--- src/rtl/net_cmd_pkg.sv ---
// Shared definitions for the multi-channel command/descriptor queue:
// register offsets, packet type encoding, the header field bundle,
// status word layout and field read/write helpers for the register map.
package net_cmd_pkg;

  localparam int unsigned CMD_AW = 8;
  localparam int unsigned CMD_DW = 32;

  localparam logic [4:0] OFF_STATUS     = 5'h01;
  localparam logic [4:0] OFF_SEND       = 5'h02;
  localparam logic [4:0] OFF_SRC_MAC_HI = 5'h03;
  localparam logic [4:0] OFF_SRC_MAC_LO = 5'h04;
  localparam logic [4:0] OFF_DST_MAC_HI = 5'h05;
  localparam logic [4:0] OFF_DST_MAC_LO = 5'h06;
  localparam logic [4:0] OFF_SRC_IP     = 5'h07;
  localparam logic [4:0] OFF_DST_IP     = 5'h08;
  localparam logic [4:0] OFF_SRC_PORT   = 5'h09;
  localparam logic [4:0] OFF_DST_PORT   = 5'h0A;
  localparam logic [4:0] OFF_UDP_LEN    = 5'h0C;
  localparam logic [4:0] OFF_ARP_OPER   = 5'h0D;
  localparam logic [4:0] OFF_THA_HI     = 5'h0E;
  localparam logic [4:0] OFF_THA_LO     = 5'h0F;
  localparam logic [4:0] OFF_TPA        = 5'h10;
  localparam logic [4:0] OFF_SHA_HI     = 5'h11;
  localparam logic [4:0] OFF_SHA_LO     = 5'h12;
  localparam logic [4:0] OFF_SPA        = 5'h13;

  // Status word: {drop[31:16], pending[15:8], level[7:4], 4'h0}
  localparam int unsigned ST_DROP_LSB  = 16;
  localparam int unsigned ST_PEND_LSB  = 8;
  localparam int unsigned ST_LEVEL_LSB = 4;

  typedef enum logic [1:0] {
    PKT_NONE = 2'd0,
    PKT_ARP  = 2'd1,
    PKT_UDP  = 2'd2,
    PKT_RSV  = 2'd3
  } pkt_type_e;

  typedef struct packed {
    logic [47:0] dst_mac;
    logic [47:0] src_mac;
    logic [47:0] sha;
    logic [47:0] tha;
    logic [31:0] src_ip;
    logic [31:0] dst_ip;
    logic [31:0] spa;
    logic [31:0] tpa;
    logic [15:0] src_port;
    logic [15:0] dst_port;
    logic [15:0] udp_data_len;
    logic [1:0]  operation;
  } hdr_t;

  // Apply one register write to a header set; non-field offsets leave it unchanged.
  function automatic hdr_t wr_field(input hdr_t h, input logic [4:0] off,
                                    input logic [31:0] d);
    hdr_t r;
    r = h;
    case (off)
      OFF_SRC_MAC_HI: r.src_mac[47:16] = d;
      OFF_SRC_MAC_LO: r.src_mac[15:0]  = d[15:0];
      OFF_DST_MAC_HI: r.dst_mac[47:16] = d;
      OFF_DST_MAC_LO: r.dst_mac[15:0]  = d[15:0];
      OFF_SRC_IP:     r.src_ip         = d;
      OFF_DST_IP:     r.dst_ip         = d;
      OFF_SRC_PORT:   r.src_port       = d[15:0];
      OFF_DST_PORT:   r.dst_port       = d[15:0];
      OFF_UDP_LEN:    r.udp_data_len   = d[15:0];
      OFF_ARP_OPER:   r.operation      = d[1:0];
      OFF_THA_HI:     r.tha[47:16]     = d;
      OFF_THA_LO:     r.tha[15:0]      = d[15:0];
      OFF_TPA:        r.tpa            = d;
      OFF_SHA_HI:     r.sha[47:16]     = d;
      OFF_SHA_LO:     r.sha[15:0]      = d[15:0];
      OFF_SPA:        r.spa            = d;
      default:        r = h;
    endcase
    return r;
  endfunction

  // Readback of one header field, zero-extended; unmapped offsets read 0.
  function automatic logic [31:0] rd_field(input hdr_t h, input logic [4:0] off);
    logic [31:0] r;
    r = 32'h0;
    case (off)
      OFF_SRC_MAC_HI: r = h.src_mac[47:16];
      OFF_SRC_MAC_LO: r = {16'h0, h.src_mac[15:0]};
      OFF_DST_MAC_HI: r = h.dst_mac[47:16];
      OFF_DST_MAC_LO: r = {16'h0, h.dst_mac[15:0]};
      OFF_SRC_IP:     r = h.src_ip;
      OFF_DST_IP:     r = h.dst_ip;
      OFF_SRC_PORT:   r = {16'h0, h.src_port};
      OFF_DST_PORT:   r = {16'h0, h.dst_port};
      OFF_UDP_LEN:    r = {16'h0, h.udp_data_len};
      OFF_ARP_OPER:   r = {30'h0, h.operation};
      OFF_THA_HI:     r = h.tha[47:16];
      OFF_THA_LO:     r = {16'h0, h.tha[15:0]};
      OFF_TPA:        r = h.tpa;
      OFF_SHA_HI:     r = h.sha[47:16];
      OFF_SHA_LO:     r = {16'h0, h.sha[15:0]};
      OFF_SPA:        r = h.spa;
      default:        r = 32'h0;
    endcase
    return r;
  endfunction

endpackage

--- src/rtl/cmd_desc_queue_if.sv ---
// Command bus plus descriptor handshake with head-channel header fields.
// master: command host / packet generator side; slave: cmd_desc_queue.
interface cmd_desc_queue_if;
  logic [7:0]  i_cmd_addr;
  logic [31:0] i_cmd_data;
  logic        i_cmd_wr;
  logic        i_cmd_rd;
  logic [31:0] o_cmd_rdata;
  logic        o_cmd_rvalid;
  logic        o_pkt_valid;
  logic        i_pkt_ready;
  logic [2:0]  o_pkt_ch;
  logic [1:0]  o_pkt_type;
  logic [47:0] o_dst_mac, o_src_mac, o_SHA, o_THA;
  logic [31:0] o_src_ip, o_dst_ip, o_SPA, o_TPA;
  logic [15:0] o_src_port, o_dst_port, o_udp_data_len;
  logic [1:0]  o_operation;

  modport master (
    output i_cmd_addr, i_cmd_data, i_cmd_wr, i_cmd_rd, i_pkt_ready,
    input  o_cmd_rdata, o_cmd_rvalid, o_pkt_valid, o_pkt_ch, o_pkt_type,
    input  o_dst_mac, o_src_mac, o_SHA, o_THA, o_src_ip, o_dst_ip, o_SPA, o_TPA,
    input  o_src_port, o_dst_port, o_udp_data_len, o_operation
  );

  modport slave (
    input  i_cmd_addr, i_cmd_data, i_cmd_wr, i_cmd_rd, i_pkt_ready,
    output o_cmd_rdata, o_cmd_rvalid, o_pkt_valid, o_pkt_ch, o_pkt_type,
    output o_dst_mac, o_src_mac, o_SHA, o_THA, o_src_ip, o_dst_ip, o_SPA, o_TPA,
    output o_src_port, o_dst_port, o_udp_data_len, o_operation
  );
endinterface

--- src/rtl/cmd_desc_fifo.sv ---
// Synchronous FIFO for send descriptors.
// Ports: clk, rst (sync, active-high), push/push_data, pop (ignored when
// empty), head_c (combinational head entry), empty_c, full_c, level.
module cmd_desc_fifo #(
  parameter int unsigned W     = 5,
  parameter int unsigned DEPTH = 4,
  parameter int unsigned LVL_W = $clog2(DEPTH + 1)
) (
  input  logic             clk,
  input  logic             rst,
  input  logic             push,
  input  logic [W-1:0]     push_data,
  input  logic             pop,
  output logic [W-1:0]     head_c,
  output logic             empty_c,
  output logic             full_c,
  output logic [LVL_W-1:0] level
);
  localparam int unsigned PTR_W = (DEPTH > 1) ? $clog2(DEPTH) : 1;

  logic [W-1:0]     mem [DEPTH];
  logic [PTR_W-1:0] wr_ptr, rd_ptr;
  logic             do_push, do_pop;

  // Pointer increment with wrap for non-power-of-two depths.
  function automatic logic [PTR_W-1:0] ptr_inc(input logic [PTR_W-1:0] p);
    return (p == PTR_W'(DEPTH - 1)) ? '0 : p + PTR_W'(1);
  endfunction

  assign empty_c = (level == '0);
  assign full_c  = (level == LVL_W'(DEPTH));
  assign do_pop  = pop && !empty_c;
  // A pop frees a slot in the same cycle, so push is legal even when full.
  assign do_push = push && (!full_c || do_pop);
  assign head_c  = mem[rd_ptr];

  always_ff @(posedge clk) begin
    if (rst) begin
      wr_ptr <= '0;
      rd_ptr <= '0;
      level  <= '0;
      for (int i = 0; i < int'(DEPTH); i++) mem[i] <= '0;
    end else begin
      if (do_push) begin
        mem[wr_ptr] <= push_data;
        wr_ptr      <= ptr_inc(wr_ptr);
      end
      if (do_pop) rd_ptr <= ptr_inc(rd_ptr);
      if (do_push && !do_pop)      level <= level + LVL_W'(1);
      else if (!do_push && do_pop) level <= level - LVL_W'(1);
    end
  end
endmodule

--- src/rtl/cmd_desc_queue.sv ---
// Multi-channel header register file with atomic shadow->active commit and
// an ordered send-descriptor queue for the packet generator.
// Ports: clk, rst (sync, active-high), bus (cmd_desc_queue_if.slave):
// command write/read with registered readback, descriptor valid/ready with
// combinational head channel, type and active header fields.
module cmd_desc_queue
  import net_cmd_pkg::*;
#(
  parameter int unsigned N_CH  = 4,
  parameter int unsigned CNT_W = 16
) (
  input logic             clk,
  input logic             rst,
  cmd_desc_queue_if.slave bus
);
  localparam int unsigned LVL_W = $clog2(N_CH + 1);
  localparam int unsigned DSC_W = 5;

  hdr_t             shadow [N_CH];
  hdr_t             active [N_CH];
  logic [N_CH-1:0]  pending, pending_nx;
  logic [CNT_W-1:0] drop_cnt;

  logic [2:0]       ch, head_ch;
  logic [4:0]       off;
  logic [N_CH-1:0]  ch_oh, pop_oh;
  hdr_t             sel_shadow, head_hdr;
  logic [DSC_W-1:0] head_dsc;
  logic             fifo_empty, fifo_full;
  logic [LVL_W-1:0] level;
  logic             valid, pop, is_send, pend_cur, accept, drop, clr_drop;
  logic [31:0]      status, rd_mux;

  assign ch      = bus.i_cmd_addr[7:5];
  assign off     = bus.i_cmd_addr[4:0];
  assign head_ch = head_dsc[4:2];
  assign valid   = !fifo_empty;
  assign pop     = valid && bus.i_pkt_ready;

  // Addressed-channel and head-channel decode; out-of-range channels decode to nothing.
  always_comb begin
    ch_oh      = '0;
    pop_oh     = '0;
    sel_shadow = '0;
    head_hdr   = '0;
    for (int i = 0; i < int'(N_CH); i++) begin
      if (ch == 3'(i)) begin
        ch_oh[i]   = 1'b1;
        sel_shadow = shadow[i];
      end
      if (valid && head_ch == 3'(i)) begin
        pop_oh[i] = 1'b1;
        head_hdr  = active[i];
      end
    end
  end

  // Send accept: pending bit is pre-edge, except a same-channel pop frees it now.
  assign is_send  = bus.i_cmd_wr && (off == OFF_SEND) && (|ch_oh) &&
                    (bus.i_cmd_data[1:0] == PKT_ARP || bus.i_cmd_data[1:0] == PKT_UDP);
  assign pend_cur = |(pending & ch_oh);
  assign accept   = is_send && (!pend_cur || (pop && head_ch == ch)) && (!fifo_full || pop);
  assign drop     = is_send && !accept;
  assign clr_drop = bus.i_cmd_wr && (off == OFF_STATUS) && bus.i_cmd_data[0];

  // Clear before set so a same-channel pop+send keeps the bit.
  assign pending_nx = (pending & ~(pop ? pop_oh : '0)) | (accept ? ch_oh : '0);

  assign status = (32'(drop_cnt) << ST_DROP_LSB) | (32'(pending) << ST_PEND_LSB) |
                  (32'(level) << ST_LEVEL_LSB);
  assign rd_mux = (off == OFF_STATUS) ? status :
                  (|ch_oh)            ? rd_field(sel_shadow, off) : 32'h0;

  cmd_desc_fifo #(.W(DSC_W), .DEPTH(N_CH), .LVL_W(LVL_W)) u_fifo (
    .clk       (clk),
    .rst       (rst),
    .push      (accept),
    .push_data ({ch, bus.i_cmd_data[1:0]}),
    .pop       (pop),
    .head_c    (head_dsc),
    .empty_c   (fifo_empty),
    .full_c    (fifo_full),
    .level     (level)
  );

  always_ff @(posedge clk) begin
    if (rst) begin
      for (int i = 0; i < int'(N_CH); i++) begin
        shadow[i] <= '0;
        active[i] <= '0;
      end
      pending          <= '0;
      drop_cnt         <= '0;
      bus.o_cmd_rdata  <= '0;
      bus.o_cmd_rvalid <= 1'b0;
    end else begin
      bus.o_cmd_rvalid <= bus.i_cmd_rd;
      if (bus.i_cmd_rd) bus.o_cmd_rdata <= rd_mux;
      pending <= pending_nx;
      if (clr_drop)                drop_cnt <= '0;
      else if (drop && !(&drop_cnt)) drop_cnt <= drop_cnt + CNT_W'(1);
      for (int i = 0; i < int'(N_CH); i++) begin
        if (bus.i_cmd_wr && ch_oh[i]) shadow[i] <= wr_field(shadow[i], off, bus.i_cmd_data);
        if (accept && ch_oh[i])       active[i] <= shadow[i];
      end
    end
  end

  assign bus.o_pkt_valid    = valid;
  assign bus.o_pkt_ch       = valid ? head_ch : 3'd0;
  assign bus.o_pkt_type     = valid ? head_dsc[1:0] : 2'd0;
  assign bus.o_dst_mac      = head_hdr.dst_mac;
  assign bus.o_src_mac      = head_hdr.src_mac;
  assign bus.o_SHA          = head_hdr.sha;
  assign bus.o_THA          = head_hdr.tha;
  assign bus.o_src_ip       = head_hdr.src_ip;
  assign bus.o_dst_ip       = head_hdr.dst_ip;
  assign bus.o_SPA          = head_hdr.spa;
  assign bus.o_TPA          = head_hdr.tpa;
  assign bus.o_src_port     = head_hdr.src_port;
  assign bus.o_dst_port     = head_hdr.dst_port;
  assign bus.o_udp_data_len = head_hdr.udp_data_len;
  assign bus.o_operation    = head_hdr.operation;
endmodule
--- src/flat_wrapper.sv ---
// flat-port wrapper written by rule: the top's interface ports become plain ports
module cmd_desc_queue_flat import net_cmd_pkg::*;
#(
  parameter int unsigned N_CH  = 4,
  parameter int unsigned CNT_W = 16
)
  (clk, rst, bus_i_cmd_addr, bus_i_cmd_data, bus_i_cmd_wr, bus_i_cmd_rd, bus_i_pkt_ready, bus_o_cmd_rdata, bus_o_cmd_rvalid, bus_o_pkt_valid, bus_o_pkt_ch, bus_o_pkt_type, bus_o_dst_mac, bus_o_src_mac, bus_o_SHA, bus_o_THA, bus_o_src_ip, bus_o_dst_ip, bus_o_SPA, bus_o_TPA, bus_o_src_port, bus_o_dst_port, bus_o_udp_data_len, bus_o_operation);
  cmd_desc_queue_if bus_i ();
  input logic clk;
  input logic rst;
  input wire logic [$bits(bus_i.i_cmd_addr)-1:0] bus_i_cmd_addr;
  input wire logic [$bits(bus_i.i_cmd_data)-1:0] bus_i_cmd_data;
  input wire logic [$bits(bus_i.i_cmd_wr)-1:0] bus_i_cmd_wr;
  input wire logic [$bits(bus_i.i_cmd_rd)-1:0] bus_i_cmd_rd;
  input wire logic [$bits(bus_i.i_pkt_ready)-1:0] bus_i_pkt_ready;
  output wire logic [$bits(bus_i.o_cmd_rdata)-1:0] bus_o_cmd_rdata;
  output wire logic [$bits(bus_i.o_cmd_rvalid)-1:0] bus_o_cmd_rvalid;
  output wire logic [$bits(bus_i.o_pkt_valid)-1:0] bus_o_pkt_valid;
  output wire logic [$bits(bus_i.o_pkt_ch)-1:0] bus_o_pkt_ch;
  output wire logic [$bits(bus_i.o_pkt_type)-1:0] bus_o_pkt_type;
  output wire logic [$bits(bus_i.o_dst_mac)-1:0] bus_o_dst_mac;
  output wire logic [$bits(bus_i.o_src_mac)-1:0] bus_o_src_mac;
  output wire logic [$bits(bus_i.o_SHA)-1:0] bus_o_SHA;
  output wire logic [$bits(bus_i.o_THA)-1:0] bus_o_THA;
  output wire logic [$bits(bus_i.o_src_ip)-1:0] bus_o_src_ip;
  output wire logic [$bits(bus_i.o_dst_ip)-1:0] bus_o_dst_ip;
  output wire logic [$bits(bus_i.o_SPA)-1:0] bus_o_SPA;
  output wire logic [$bits(bus_i.o_TPA)-1:0] bus_o_TPA;
  output wire logic [$bits(bus_i.o_src_port)-1:0] bus_o_src_port;
  output wire logic [$bits(bus_i.o_dst_port)-1:0] bus_o_dst_port;
  output wire logic [$bits(bus_i.o_udp_data_len)-1:0] bus_o_udp_data_len;
  output wire logic [$bits(bus_i.o_operation)-1:0] bus_o_operation;
  assign bus_i.i_cmd_addr = bus_i_cmd_addr;
  assign bus_i.i_cmd_data = bus_i_cmd_data;
  assign bus_i.i_cmd_wr = bus_i_cmd_wr;
  assign bus_i.i_cmd_rd = bus_i_cmd_rd;
  assign bus_i.i_pkt_ready = bus_i_pkt_ready;
  assign bus_o_cmd_rdata = bus_i.o_cmd_rdata;
  assign bus_o_cmd_rvalid = bus_i.o_cmd_rvalid;
  assign bus_o_pkt_valid = bus_i.o_pkt_valid;
  assign bus_o_pkt_ch = bus_i.o_pkt_ch;
  assign bus_o_pkt_type = bus_i.o_pkt_type;
  assign bus_o_dst_mac = bus_i.o_dst_mac;
  assign bus_o_src_mac = bus_i.o_src_mac;
  assign bus_o_SHA = bus_i.o_SHA;
  assign bus_o_THA = bus_i.o_THA;
  assign bus_o_src_ip = bus_i.o_src_ip;
  assign bus_o_dst_ip = bus_i.o_dst_ip;
  assign bus_o_SPA = bus_i.o_SPA;
  assign bus_o_TPA = bus_i.o_TPA;
  assign bus_o_src_port = bus_i.o_src_port;
  assign bus_o_dst_port = bus_i.o_dst_port;
  assign bus_o_udp_data_len = bus_i.o_udp_data_len;
  assign bus_o_operation = bus_i.o_operation;
  cmd_desc_queue #(.N_CH(N_CH), .CNT_W(CNT_W)) u_core (.clk(clk), .rst(rst), .bus(bus_i));
endmodule
--- config.mk ---
export PLATFORM = sky130hd
export DESIGN_NAME = cmd_desc_queue_flat
export DESIGN_NICKNAME = d
export VERILOG_FILES = /design/src/rtl/net_cmd_pkg.sv /design/src/rtl/cmd_desc_queue_if.sv /design/src/rtl/cmd_desc_fifo.sv /design/src/rtl/cmd_desc_queue.sv /design/src/flat_wrapper.sv
export SDC_FILE = /design/constraint.sdc
export NUM_CORES = 2
export LEC_CHECK = 0
export ABC_AREA = 1
export CAP_MARGIN = 20
export CORE_MARGIN = 5
export CORE_UTILIZATION = 30
export CTS_BUF_LIST = sky130_fd_sc_hd__clkbuf_8
export DETAILED_ROUTE_END_ITERATION = 6
export GPL_ROUTABILITY_DRIVEN = 0
export PLACE_DENSITY = 0.57
export REMOVE_ABC_BUFFERS = 1
export SETUP_SLACK_MARGIN = 0.3
export SYNTH_ARGS = -nofsm -noshare
export SYNTH_HDL_FRONTEND = slang
export SYNTH_SLANG_ARGS = --single-unit
--- constraint.sdc ---
create_clock -name clk -period 92.3 [get_ports clk]
set_clock_uncertainty 0.2 [all_clocks]
set_input_delay 23.075 -clock clk [delete_from_list [all_inputs] [get_ports clk]]
set_output_delay 23.075 -clock clk [all_outputs]
set_load 0.1 [all_outputs]
==> run_results.csv <==
group,metric,value,unit
run_status,status,"finished clean",
hold_path,worstHoldStart,"u_core.bus.o_cmd_rdata[7]$_SDFFE_PP0P_",
clocking,clkLatencyLatePin,1.07,ns
die,io_pins,454,
die,fp.dieW,659,um
global_route,grt_antenna_before_repair,42,
clocking,cts_buffers,466,
power_and_ir_drop,power_density,24.6,nW/um2
critical_path,path_max_fanout,101,
global_route,grt_overflow,0,
cells_and_area,regArea,90700,um2
die,initial_core_util,0.301,
clocking,htree_levels,5,
detailed_routing,drcViolationCount,0,
placed_design,hpwl,322000,um
cells_and_area,drive_gt1_frac,0.0835,
die,fp.dieH,659,um
cells_and_area,finish.utilization,0.349,
timing,tightest_slew,1.25,ns
yosys,postSynthAreaPerCell,11.3,um2
critical_path,cp_data_arrival_time,7.71,ns
critical_path,end_kind,"output pin",
timing,tns,0,ns
critical_path,startpoint_type,"flop",
placed_design,pre_cts_ws,62.02,ns
critical_path,critPathKind,"reg2out",
global_route,grt_util_met2,0.375,
timing,finalHoldViolCount,0,
hold_path,hold_path.class,"reg2reg",
detailed_routing,drtIter0Drc,16300,
critical_path,required,69.03,ns
placed_design,port_buffers,453,
die,die_area,434000,um2
die,fp.coreArea,420000,um2
global_route,use_met1,0.323,
yosys,ys_seq_area_frac,0.718,
yosys,syn_area,126000,um2
power_and_ir_drop,power,3610,uW
timing,maxSlewViolCount,0,
cells_and_area,fill_cells,41700,
detailed_routing,num_vias,96900,
detailed_routing,drtAntennaViolNets,0,
timing,fmax,32.3,MHz
timing,setup-violations-final,0,
detailed_routing,dr.pass1.iters,6,
global_route,met3_usage,0.0710,
cells_and_area,layout_commonest_cell,"edfxtp_1",
power_and_ir_drop,peakVddDrop,0.0000232,V
timing,setup_slack,61.31,ns
cells_and_area,nets,11700,
clocking,clock_sinks,3042,
timing,fin_crit_sh,0.336,
clocking,cts_resized,0,
detailed_routing,detail_route.wl_per_cell,32.1,um
die,num_rows,238,
detailed_routing,drt-total-wl,565000,um
clocking,cts_tree,"done",
job,cap_violations,0,
detailed_routing,drt-vias-per-instance,5.51,
yosys,synth_cell_types,37,
timing,slew_headroom,0.166,
timing,rsz0062_at_grt,"false",
global_route,grt-busiest-layer,"met2",
timing,min_period,30.99,ns
global_route,gr-usage-all-layers,0.249,
clocking,clk_pin_slew,0.07,ns
yosys,yosys_warnings,0,
power_and_ir_drop,leakagePower,0.0544,uW
clocking,post_cts_buffers,0,
cells_and_area,area_growth,15.8,%
cells_and_area,mostFrequentLayoutCells,"edfxtp_1 (2980), nor2_1 (1801), nand2_1 (1758), inv_1 (1221), nand3_1 (1169)",
cells_and_area,multi_input_area,29600,um2
clocking,cts_buffer_depth,4,
clocking,root_buffer,"clkbuf_8",
global_route,grt_pass1_wl,753000,um
global_route,grt_max_degree,153,
clocking,holdBufCountCts,0,
yosys,netlist_instances,11200,
global_route,grt_pass1_vias,89100,
yosys,synth_seq_cells,3042,
-- critical path, stage by stage (launching register included) --
cell and delay, ns:
dfxtp_1 0.54, inv_2 0.15, nand2_1 0.09, nand3_1 0.08
nand2_1 0.19, nand2_1 0.17, inv_8 0.65, nand2_1 0.34
inv_8 0.50, buf_4 0.94, buf_4 0.92, nand2_1 0.11
nand4_1 0.48, clkdlybuf4s50_1 1.26
-- cells by family (layout without fill, tap and decap cells) --
family | after synthesis | in the layout | synth area share
AND/OR/NAND/NOR | 5389 | 5389 | 0.182
buffers and inverters | 1783 | 2615 | 0.0562
flip-flops | 3042 | 3042 | 0.718
XOR/XNOR | 14 | 14 | 0.000970
adder cells (fa/ha/maj) | 5 | 5 | 0.000555
other | 1 | 31 | 0.0000297
AO/OA/AOI/OAI | 979 | 979 | 0.0417
-- flip-flops by register name, indices dropped and copies added, names as in the netlist, named ones only --
register and flops:
u_core.drop_cnt 16, u_core.u_fifo.level 3, u_core.u_fifo.mem 20, u_core.active 1480, u_core.u_fifo.rd_ptr 2, u_core.bus.o_cmd_rdata 32, u_core.bus.o_cmd_rvalid 1, u_core.u_fifo.wr_ptr 2
u_core.shadow 1480, u_core.pending 4
-- per-stage QoR --
stage                     cells  instance area [um2]  hold WS (ns)
after floorplan           10500               123000         0.254
after global placement    16700               138000         0.255
after detailed placement  16700               138000         0.257
after CTS                 17600               146000         0.267
after global routing      17600               146000         0.284
final                     17600               146000         0.267
-- worst paths after layout --
check / end / slack [ns] / depth (start not counted)
max: bus_o_src_mac[26] / 61.31 / 13
min: u_core.bus.o_cmd_rdata[7]$_SDFFE_PP0P_ / 0.27 / 2
max reg2reg: u_core.active[0][459]$_SDFFCE_PN0P_ / 86.55 / 14
min reg2reg: u_core.bus.o_cmd_rdata[7]$_SDFFE_PP0P_ / 0.27 / 2
-- Yosys cell counts --
| cell | instances | share of area |
|---|---|---|
| o22ai_1 | 91 | 0.0045 |
| xnor2_1 | 2 | 0.00014 |
| nand2_4 | 1 | 0.000089 |
| o2111ai_1 | 8 | 0.00055 |
| nor2_8 | 1 | 0.00016 |
| buf_4 | 4 | 0.00024 |
| clkbuf_1 | 505 | 0.015 |
| nand2_2 | 3 | 0.00015 |
| nor2_1 | 1833 | 0.054 |
| conb_1 | 1 | 0.000030 |
| buf_2 | 158 | 0.0063 |
| ha_1 | 4 | 0.00040 |
| a31oi_1 | 1 | 0.000050 |
| nor3_4 | 1 | 0.00013 |
| fa_1 | 1 | 0.00016 |
| xor2_1 | 12 | 0.00083 |
| nand4_1 | 434 | 0.021 |
| edfxtp_1 | 2980 | 0.71 |
| buf_1 | 41 | 0.0012 |
| nand3b_1 | 1 | 0.000059 |
| nand3_1 | 1172 | 0.046 |
| o211ai_1 | 88 | 0.0052 |
| nor2_2 | 13 | 0.00064 |
| nand2_1 | 1774 | 0.053 |
| dfxtp_1 | 62 | 0.0098 |
| nor3_1 | 154 | 0.0061 |
| o211a_1 | 1 | 0.000079 |
| clkinv_1 | 1 | 0.000030 |
| o21ai_0 | 563 | 0.022 |
| o21a_1 | 2 | 0.00012 |
| nor4_1 | 1 | 0.000050 |
| or2_2 | 1 | 0.000050 |
| inv_1 | 1039 | 0.031 |
| buf_6 | 26 | 0.0023 |
| a21oi_1 | 223 | 0.0088 |
| o21ai_1 | 2 | 0.000079 |
| inv_2 | 9 | 0.00027 |
-- routing by layer --
| layer | share of wire | up-vias |
|---|---|---|
| met3 | 0.14 | 1370 |
| met1 | 0.36 | 47900 |
| met5 | 0.00027 | - |
| li1 | - | 39800 |
| met2 | 0.43 | 7796 |
| met4 | 0.066 | 22 |
-- cell type report --
cell class / instances / area share
clock buffer: 482 / 0.0453
tap: 5520 / 0.0472
sequential: 3042 / 0.620
multi-input combinational: 6391 / 0.202
antenna: 27 / 0.000462
timing repair buffer: 739 / 0.0472
clock inverter: 345 / 0.0106
inverter: 1049 / 0.0272
-- report_power, final --
group | switching [uW] | internal [uW] | leakage, uW
combinational | 818 | 147 | 0.0196
clock | 554 | 492 | 0.00487
sequential | 20.1 | 1580 | 0.0300
total | 1390 | 2220 | 0.0544
(Power assumes the default switching activity.)
